$ cat config.mk
export PLATFORM = sky130hd
export DESIGN_NAME = mem_burst_adapter
export DESIGN_NICKNAME = d
export VERILOG_FILES = /design/src/rtl/mem_burst_adapter.sv
export SDC_FILE = /design/constraint.sdc
export NUM_CORES = 1
export LEC_CHECK = 0
export ABC_AREA = 1
export CORE_AREA = 2 2 405 407
export CTS_BUF_LIST = sky130_fd_sc_hd__clkbuf_2 sky130_fd_sc_hd__clkbuf_4 sky130_fd_sc_hd__clkbuf_8
export CTS_CLUSTER_SIZE = 24
export DETAILED_ROUTE_END_ITERATION = 6
export DIE_AREA = 0 0 407 409
export PLACE_DENSITY = 0.34
export SKIP_CTS_REPAIR_TIMING = 1
export SYNTH_ARGS = -nofsm -noshare
export SYNTH_HDL_FRONTEND = slang
export SYNTH_SLANG_ARGS = --single-unit
export TNS_END_PERCENT = 30
$ cat constraint.sdc
create_clock -name clk -period 6.3 [get_ports clk]
set_input_delay 1.575 -clock clk [delete_from_list [all_inputs] [get_ports clk]]
set_output_delay 1.575 -clock clk [all_outputs]
set_load 0.05 [all_outputs]
$ cat src/rtl/mem_burst_adapter.sv
// Line-to-burst memory adapter: round-robin arbitrates line-granular requesters
// and moves one cacheline per transaction over a narrower burst memory port.
module mem_burst_adapter #(
  parameter int NUM_PORTS = 2,
  parameter int LINE_BITS = 256,
  parameter int BUS_BITS  = 64,
  parameter int ADDR_BITS = 32
) (
  input  logic                                clk,
  input  logic                                rst,
  input  logic [NUM_PORTS-1:0][ADDR_BITS-1:0] port_addr,
  input  logic [NUM_PORTS-1:0]                port_read,
  input  logic [NUM_PORTS-1:0]                port_write,
  input  logic [NUM_PORTS-1:0][LINE_BITS-1:0] port_wdata,
  output logic [LINE_BITS-1:0]                port_rdata,
  output logic [NUM_PORTS-1:0]                port_resp,
  output logic [ADDR_BITS-1:0]                bmem_addr,
  output logic                                bmem_read,
  output logic                                bmem_write,
  output logic [BUS_BITS-1:0]                 bmem_wdata,
  input  logic                                bmem_ready,
  input  logic [ADDR_BITS-1:0]                bmem_raddr,
  input  logic [BUS_BITS-1:0]                 bmem_rdata,
  input  logic                                bmem_rvalid
);

  localparam int BEATS = LINE_BITS / BUS_BITS;
  localparam int BW    = $clog2(BEATS);
  localparam int GW    = (NUM_PORTS > 1) ? $clog2(NUM_PORTS) : 1;
  localparam int OFF   = $clog2(LINE_BITS / 8);

  localparam logic [ADDR_BITS-1:0] ADDR_MASK = {{(ADDR_BITS-OFF){1'b1}}, {OFF{1'b0}}};
  localparam logic [BW-1:0]        LAST_BEAT = BW'(BEATS - 1);
  localparam logic [GW-1:0]        LAST_PORT = GW'(NUM_PORTS - 1);

  typedef enum logic [2:0] {
    S_IDLE,
    S_RD_REQ,
    S_RD_DATA,
    S_WR,
    S_RESP
  } state_e;

  state_e                             state_q, state_d;
  logic [GW-1:0]                      gnt_q, gnt_d;
  logic [GW-1:0]                      last_gnt_q, last_gnt_d;
  logic [ADDR_BITS-1:0]               addr_q, addr_d;
  logic [BW-1:0]                      beat_cnt_q, beat_cnt_d;
  logic [BEATS-1:0][BUS_BITS-1:0]     line_q, line_d;

  logic          req_found;
  logic [GW-1:0] req_idx;
  logic [GW-1:0] cand_idx;

  // Round-robin search starting one past the last granted port.
  always_comb begin
    req_found = 1'b0;
    req_idx   = '0;
    cand_idx  = '0;
    for (int i = 1; i <= NUM_PORTS; i++) begin
      cand_idx = GW'((int'(last_gnt_q) + i) % NUM_PORTS);
      if (!req_found && (port_read[cand_idx] || port_write[cand_idx])) begin
        req_found = 1'b1;
        req_idx   = cand_idx;
      end
    end
  end

  always_comb begin
    // NOTE: every variable gets a default first so no path can infer a latch.
    state_d    = state_q;
    gnt_d      = gnt_q;
    last_gnt_d = last_gnt_q;
    addr_d     = addr_q;
    beat_cnt_d = beat_cnt_q;
    line_d     = line_q;
    case (state_q)
      S_IDLE: begin
        if (req_found) begin
          gnt_d      = req_idx;
          addr_d     = port_addr[req_idx] & ADDR_MASK;
          line_d     = port_wdata[req_idx];
          beat_cnt_d = '0;
          state_d    = port_write[req_idx] ? S_WR : S_RD_REQ;
        end
      end
      S_RD_REQ: begin
        if (bmem_ready) state_d = S_RD_DATA;
      end
      S_RD_DATA: begin
        // Beats tagged for another line are dropped without advancing.
        if (bmem_rvalid && (bmem_raddr == addr_q)) begin
          line_d[beat_cnt_q] = bmem_rdata;
          beat_cnt_d         = beat_cnt_q + BW'(1);
          if (beat_cnt_q == LAST_BEAT) state_d = S_RESP;
        end
      end
      S_WR: begin
        if (bmem_ready) begin
          beat_cnt_d = beat_cnt_q + BW'(1);
          if (beat_cnt_q == LAST_BEAT) state_d = S_RESP;
        end
      end
      S_RESP: begin
        last_gnt_d = gnt_q;
        state_d    = S_IDLE;
      end
      default: state_d = S_IDLE;
    endcase
  end

  // NOTE: sequential state uses non-blocking assignments only.
  always_ff @(posedge clk) begin
    if (!rst) begin
      state_q    <= S_IDLE;
      gnt_q      <= '0;
      last_gnt_q <= LAST_PORT;
      addr_q     <= '0;
      beat_cnt_q <= '0;
    end else begin
      state_q    <= state_d;
      gnt_q      <= gnt_d;
      last_gnt_q <= last_gnt_d;
      addr_q     <= addr_d;
      beat_cnt_q <= beat_cnt_d;
    end
  end

  // NOTE: the line buffer is datapath storage and is not reset; every output
  // that exposes it is gated by state, so stale contents never escape.
  always_ff @(posedge clk) begin
    line_q <= line_d;
  end

  assign bmem_read  = (state_q == S_RD_REQ);
  assign bmem_write = (state_q == S_WR);
  assign bmem_addr  = (bmem_read || bmem_write) ? addr_q : '0;
  assign bmem_wdata = bmem_write ? line_q[beat_cnt_q] : '0;
  assign port_rdata = (state_q == S_RESP) ? line_q : '0;

  always_comb begin
    port_resp = '0;
    if (state_q == S_RESP) port_resp[gnt_q] = 1'b1;
  end

endmodule

---- Word level (Yosys, flattened, before mapping) ----
Index checks and enable logic that the tools add are counted.
operators by class
  add/sub/neg operators ................... 3
  $lt $le $gt $ge ......................... 7
  eq/ne operators ......................... 10
  muxes and demuxes ....................... 43
  reduce and logical (&&, ||, !) cells .... 15
operator list
  operator            count
  $mux 256            5
  $pmux 256 s2        1
  $bwmux 256          1
  $mux 64             3
  $bmux 64 s2         1
  $demux 64 s2        1
  $mux 32             3
  $eq 32x32->1        1
  $mux 1              15
  $mux 3              5
  $pmux 3 s4          1
  $mux 2              5
  $lt 1x2->1 const B  4
  $reduce_and 4->1    2
  $eq 3x2->1 const B  2
  $pmux 2 s3          1
  $logic_and 1x1->1   4
  $ne 2x1->1 const B  2
  $ne 2x2->1 const B  2
  $eq 3x1->1 const B  1
  $eq 3x3->1 const B  1
  $logic_not 3->1     1
  $logic_or 1x1->1    3
  $lt 2x3->1 const B  1
  other kinds (11)    12
word-level totals
  bits in registers ....................... 290
  output and inout bits ................... 356
  word-level logic and storage cells ...... 87

---- Longest topological paths before layout ----
  word-level depth ........................ 13
  depth in mapped cells ................... 13

---- Worst setup path after synthesis ----
Ideal clock, no wire load.
  path type ............................... input-to-reg
  start point ............................. input port bmem_raddr[4]
  end point ............................... register line_q[0] (netlist bit), enable pin
  library setup time ...................... 0.513 ns
  data arrival time ....................... 5.339 ns
  data required time ...................... 5.787 ns
  slack ................................... 0.447 ns
  cell stages on the path ................. 9
  buffers on the path ..................... 0
  path through ............................ inv_1 -> nand2_1 -> nor2_1 -> nand2_1 -> nor2_1 -> nand2_1 -> nor2_1 -> nand3_1 -> a22oi_1
between the ends
  cells in the longest elaborated chain, start to end .. 4
ends and longest elaborated chain
  what                        line  text
  start, declared             22    input logic [ADDR_BITS-1:0] bmem_raddr,
  $eq 32x32->1                92    if (bmem_rvalid && (bmem_raddr == addr_q)) begin
  $logic_and 1x1->1           92
  $ne 2x2->1 (no line)        -
  $reduce_and 3->1 (no line)  -
  end signal, assigned        132   line_q <= line_d;
  end, declared               49    logic [BEATS-1:0][BUS_BITS-1:0] line_q, line_d;
No other way between the ends.
A chain may end at the register's enable or synchronous reset.

---- Worst setup path in the final report ----
  start point ............................. register state_q[2]
  end point ............................... output port port_rdata[194]
between the ends
  cells in the longest elaborated chain, start to end .. 2
ends and longest elaborated chain
  what                    line  text
  start, declared         44    state_e state_q, state_d;
  start signal, assigned  121   state_q <= state_d;
  $eq 3x3->1              139   assign port_rdata = (state_q == S_RESP) ? line_q : '0;
  $mux 256                139
  end, declared           15    output logic [LINE_BITS-1:0] port_rdata,
No other way between the ends.

==> flow_metrics.tcl <==
set metrics [dict create \
    finalHoldViolCount 0 \
    die_x_um 407 \
    yosys_most_used_dff "edfxtp_1" \
    synth_edf_count 256 \
    setup_tns_ns 0 \
    met3_usage_pct 4.25 \
    remaining_drc_errors 0 \
    grt-busiest-layer "met2" \
    crit_path_start "state_q[2]" \
    synth_top_area_cell "edfxtp_1" \
    place_congestion 0.877 \
    status "completed" \
    cp_max_fo 116 \
    antenna_found_initial 42 \
    ys_seq_area_share_pct 45.0 \
    crit_cells 6 \
    ant_nets 0 \
    die_area_um2 166000 \
    hold_class "flop to flop" \
    ff2ff_path_depth 6 \
    cts_tree "done" \
    grt_pass1_vias 22500 \
    io_pins 1036 \
    start_util_pct 11.5 \
    coreArea_um2 162000 \
    critPathCaptureType "output port" \
    syn_area_um2 18600 \
    cp.arrival_ns 3.94 \
    port-buffer-count 1020 \
    grt_overflow 0 \
    synth_top_area_share_pct 41.3 \
    period_minus_slack_ns 5.52 \
    setup.worst_path.start_class "flop" \
    num_vias 22700 \
    dpl_worst_slack_ns 1.62 \
    detailedPlacementHpwl_um 110000 \
    synth-seq-cells 290 \
    r2r_end "line_q[158]" \
    path_class "flop to output port" \
    clock_path_buffers 3 \
    nNetsFinal 4164 \
    met1_usage_pct 20.1 \
    power.density_nw_per_um2 397 \
    clk_pin_slew_worst_paths_ns 0.06 \
    fin_skew_ns 0.0332 \
    areaGrowthSynthToFinish_pct 75.2 \
    track_usage_pct 16.8 \
    syn_avg_cell_area_um2 7.31 \
    nFillCells 18400 \
    period_share_pct 87.6 \
    crit_end "port_rdata[194]" \
    p_leak_nw 12.0 \
    drt-total-wl_um 147000 \
    multi_input_area_um2 8100 \
    fmax_mhz 181 \
    setup_viol 0 \
    yosys-top-cells-area "edfxtp_1 41%, nor2_1 12%, o21ai_0 10%" \
    met2_usage_pct 28.7 \
    regToRegStartpoint "beat_cnt_q[0]" \
    htree_levels 3 \
    worst_pin_slew_ns 0.987 \
    worstPathCellList "inv_1 > nor3_1 > inv_8 > buf_4 > nor2_1 > clkdlybuf4s50_1" \
    synth.most_common_cell "nor2_1" \
    r2r_slack_ns 2.73 \
    path_delay_family "buffers and inverters" \
    viasPerCell 3.96 \
    seqCellArea_um2 8380 \
    root_buffer "clkbuf_8" \
    maxSlewHeadroom_pct 34.2 \
    cts_made_buffers 69 \
    die_h_um 409 \
    synthArstFlopShare_pct 0 \
    maxCapViolCount 0 \
    ys_warn_count 0 \
    yosysUniqueCellTypes 32 \
    rsz0062_at_grt "no" \
    synth_cells 2547 \
    drive_above_1_share_pct 5.53 \
    cts.sinks 290 \
    setup_slack_ns 0.783 \
    worst_path_max_delay_cell "clkdlybuf4s50_1" \
    slew_violations 0 \
    ir_worst_vdd_v 0.000321 \
    wire_per_inst_um 25.7 \
    drtIter0Drc 1472 \
    grt_pass1_wl_um 192000 \
    grt_max_degree 117 \
    slowest_delay_ns 0.87 \
    clk_latency_ns 0.72 \
    placementRows 148 \
    synthTopCellsByCount "617 x nor2_1, 374 x o21ai_0, 318 x inv_1" \
    first_pass_iters 5 \
    crit_buf_inv 4 \
    crit_required_ns 4.72 \
]
power breakdown:
group / leakage (nW) / switching, mW / internal (mW)
clock: 0.708 / 1.06 / 1.29
combinational: 8.52 / 4.85 / 1.73
sequential: 2.78 / 0.511 / 3.50
sequential cells by signal (all words and copies together), names as in the netlist:
name and count:
addr_q 27, state_q 3, last_gnt_q 1, line_q 256, gnt_q 1, beat_cnt_q 2
final cells by class:
type	instances	share of cell area [%]
inverters	326	3.87
diodes	28	0.215
well taps	2175	8.35
flip-flops and latches	290	25.7
repair buffers	1076	32.9
clock inverters	14	0.303
clock buffers	103	3.81
multi-input cells	1717	24.8
cell usage in the layout (no fill, tap or decap), types with 8 or more instances in the layout:
master and n:
dfxtp_1 32, nand2_1 159, a21oi_1 225, clkbuf_4 28, diode_2 28, buf_4 48, nor2_1 617, inv_1 313
o21ai_0 374, edfxtp_1 256, o21ai_1 41, clkbuf_8 75, buf_12 8, clkdlybuf4s50_1 1020, o22ai_1 257
layer usage:
layer  vias to the layer above  wire length [um]  share of wire, %
met3                       149             10100               6.9
met4                        10              4210               2.9
met1                     11100             60400                41
met5                         -                66             0.045
met2                       940             72200                49
li1                      10500                 -                 -
kinds of logic (layout without fill, tap and decap cells):
kind of cell / after synthesis / after routing / share of synthesized area [%]
adder cells (fa/ha/maj): 4 / 4 / 0.269
buffers and inverters: 544 / 1519 / 11.8
XOR/XNOR: 10 / 10 / 0.471
AND/OR/NAND/NOR: 794 / 794 / 16.3
AO/OA/AOI/OAI: 904 / 904 / 26.2
flip-flops: 290 / 290 / 45.0
other: 1 / 33 / 0.0202
through the flow:
stage	total power [mW]	instance area, um^2	hold WS (ns)	util [%]	instances
6_report	12.9	32600	0.468	20.1	5729
5_1_grt	13.7	32600	0.496	20.1	5724
4_1_cts	13.2	32500	0.471	20.1	5701
3_5_place_dp	10.7	31200	0.461	19.2	5584
3_3_place_gp	10.8	31200	0.456	19.2	5584
2_1_floorplan	7.39	18600	0.445	-	2551
worst min path at each step:
stage | startpoint | to | cells past startpoint
4_1_cts | addr_q[6] | addr_q[6] | 2
3_3_place_gp | addr_q[14] | addr_q[14] | 2
3_5_place_dp | addr_q[6] | addr_q[6] | 2
2_1_floorplan | addr_q[12] | addr_q[12] | 2
5_1_grt | addr_q[22] | addr_q[22] | 2
6_report | addr_q[6] | addr_q[6] | 2
tightest hold or removal path: cells and delay by family (launching register included):
family / cells / cell delay (ns)
and+or+nand+nor: 1 / 0.06
AOI/OAI and AO/OA: 1 / 0.06
DFF: 1 / 0.31
Power figures use the tool's default switching activity.
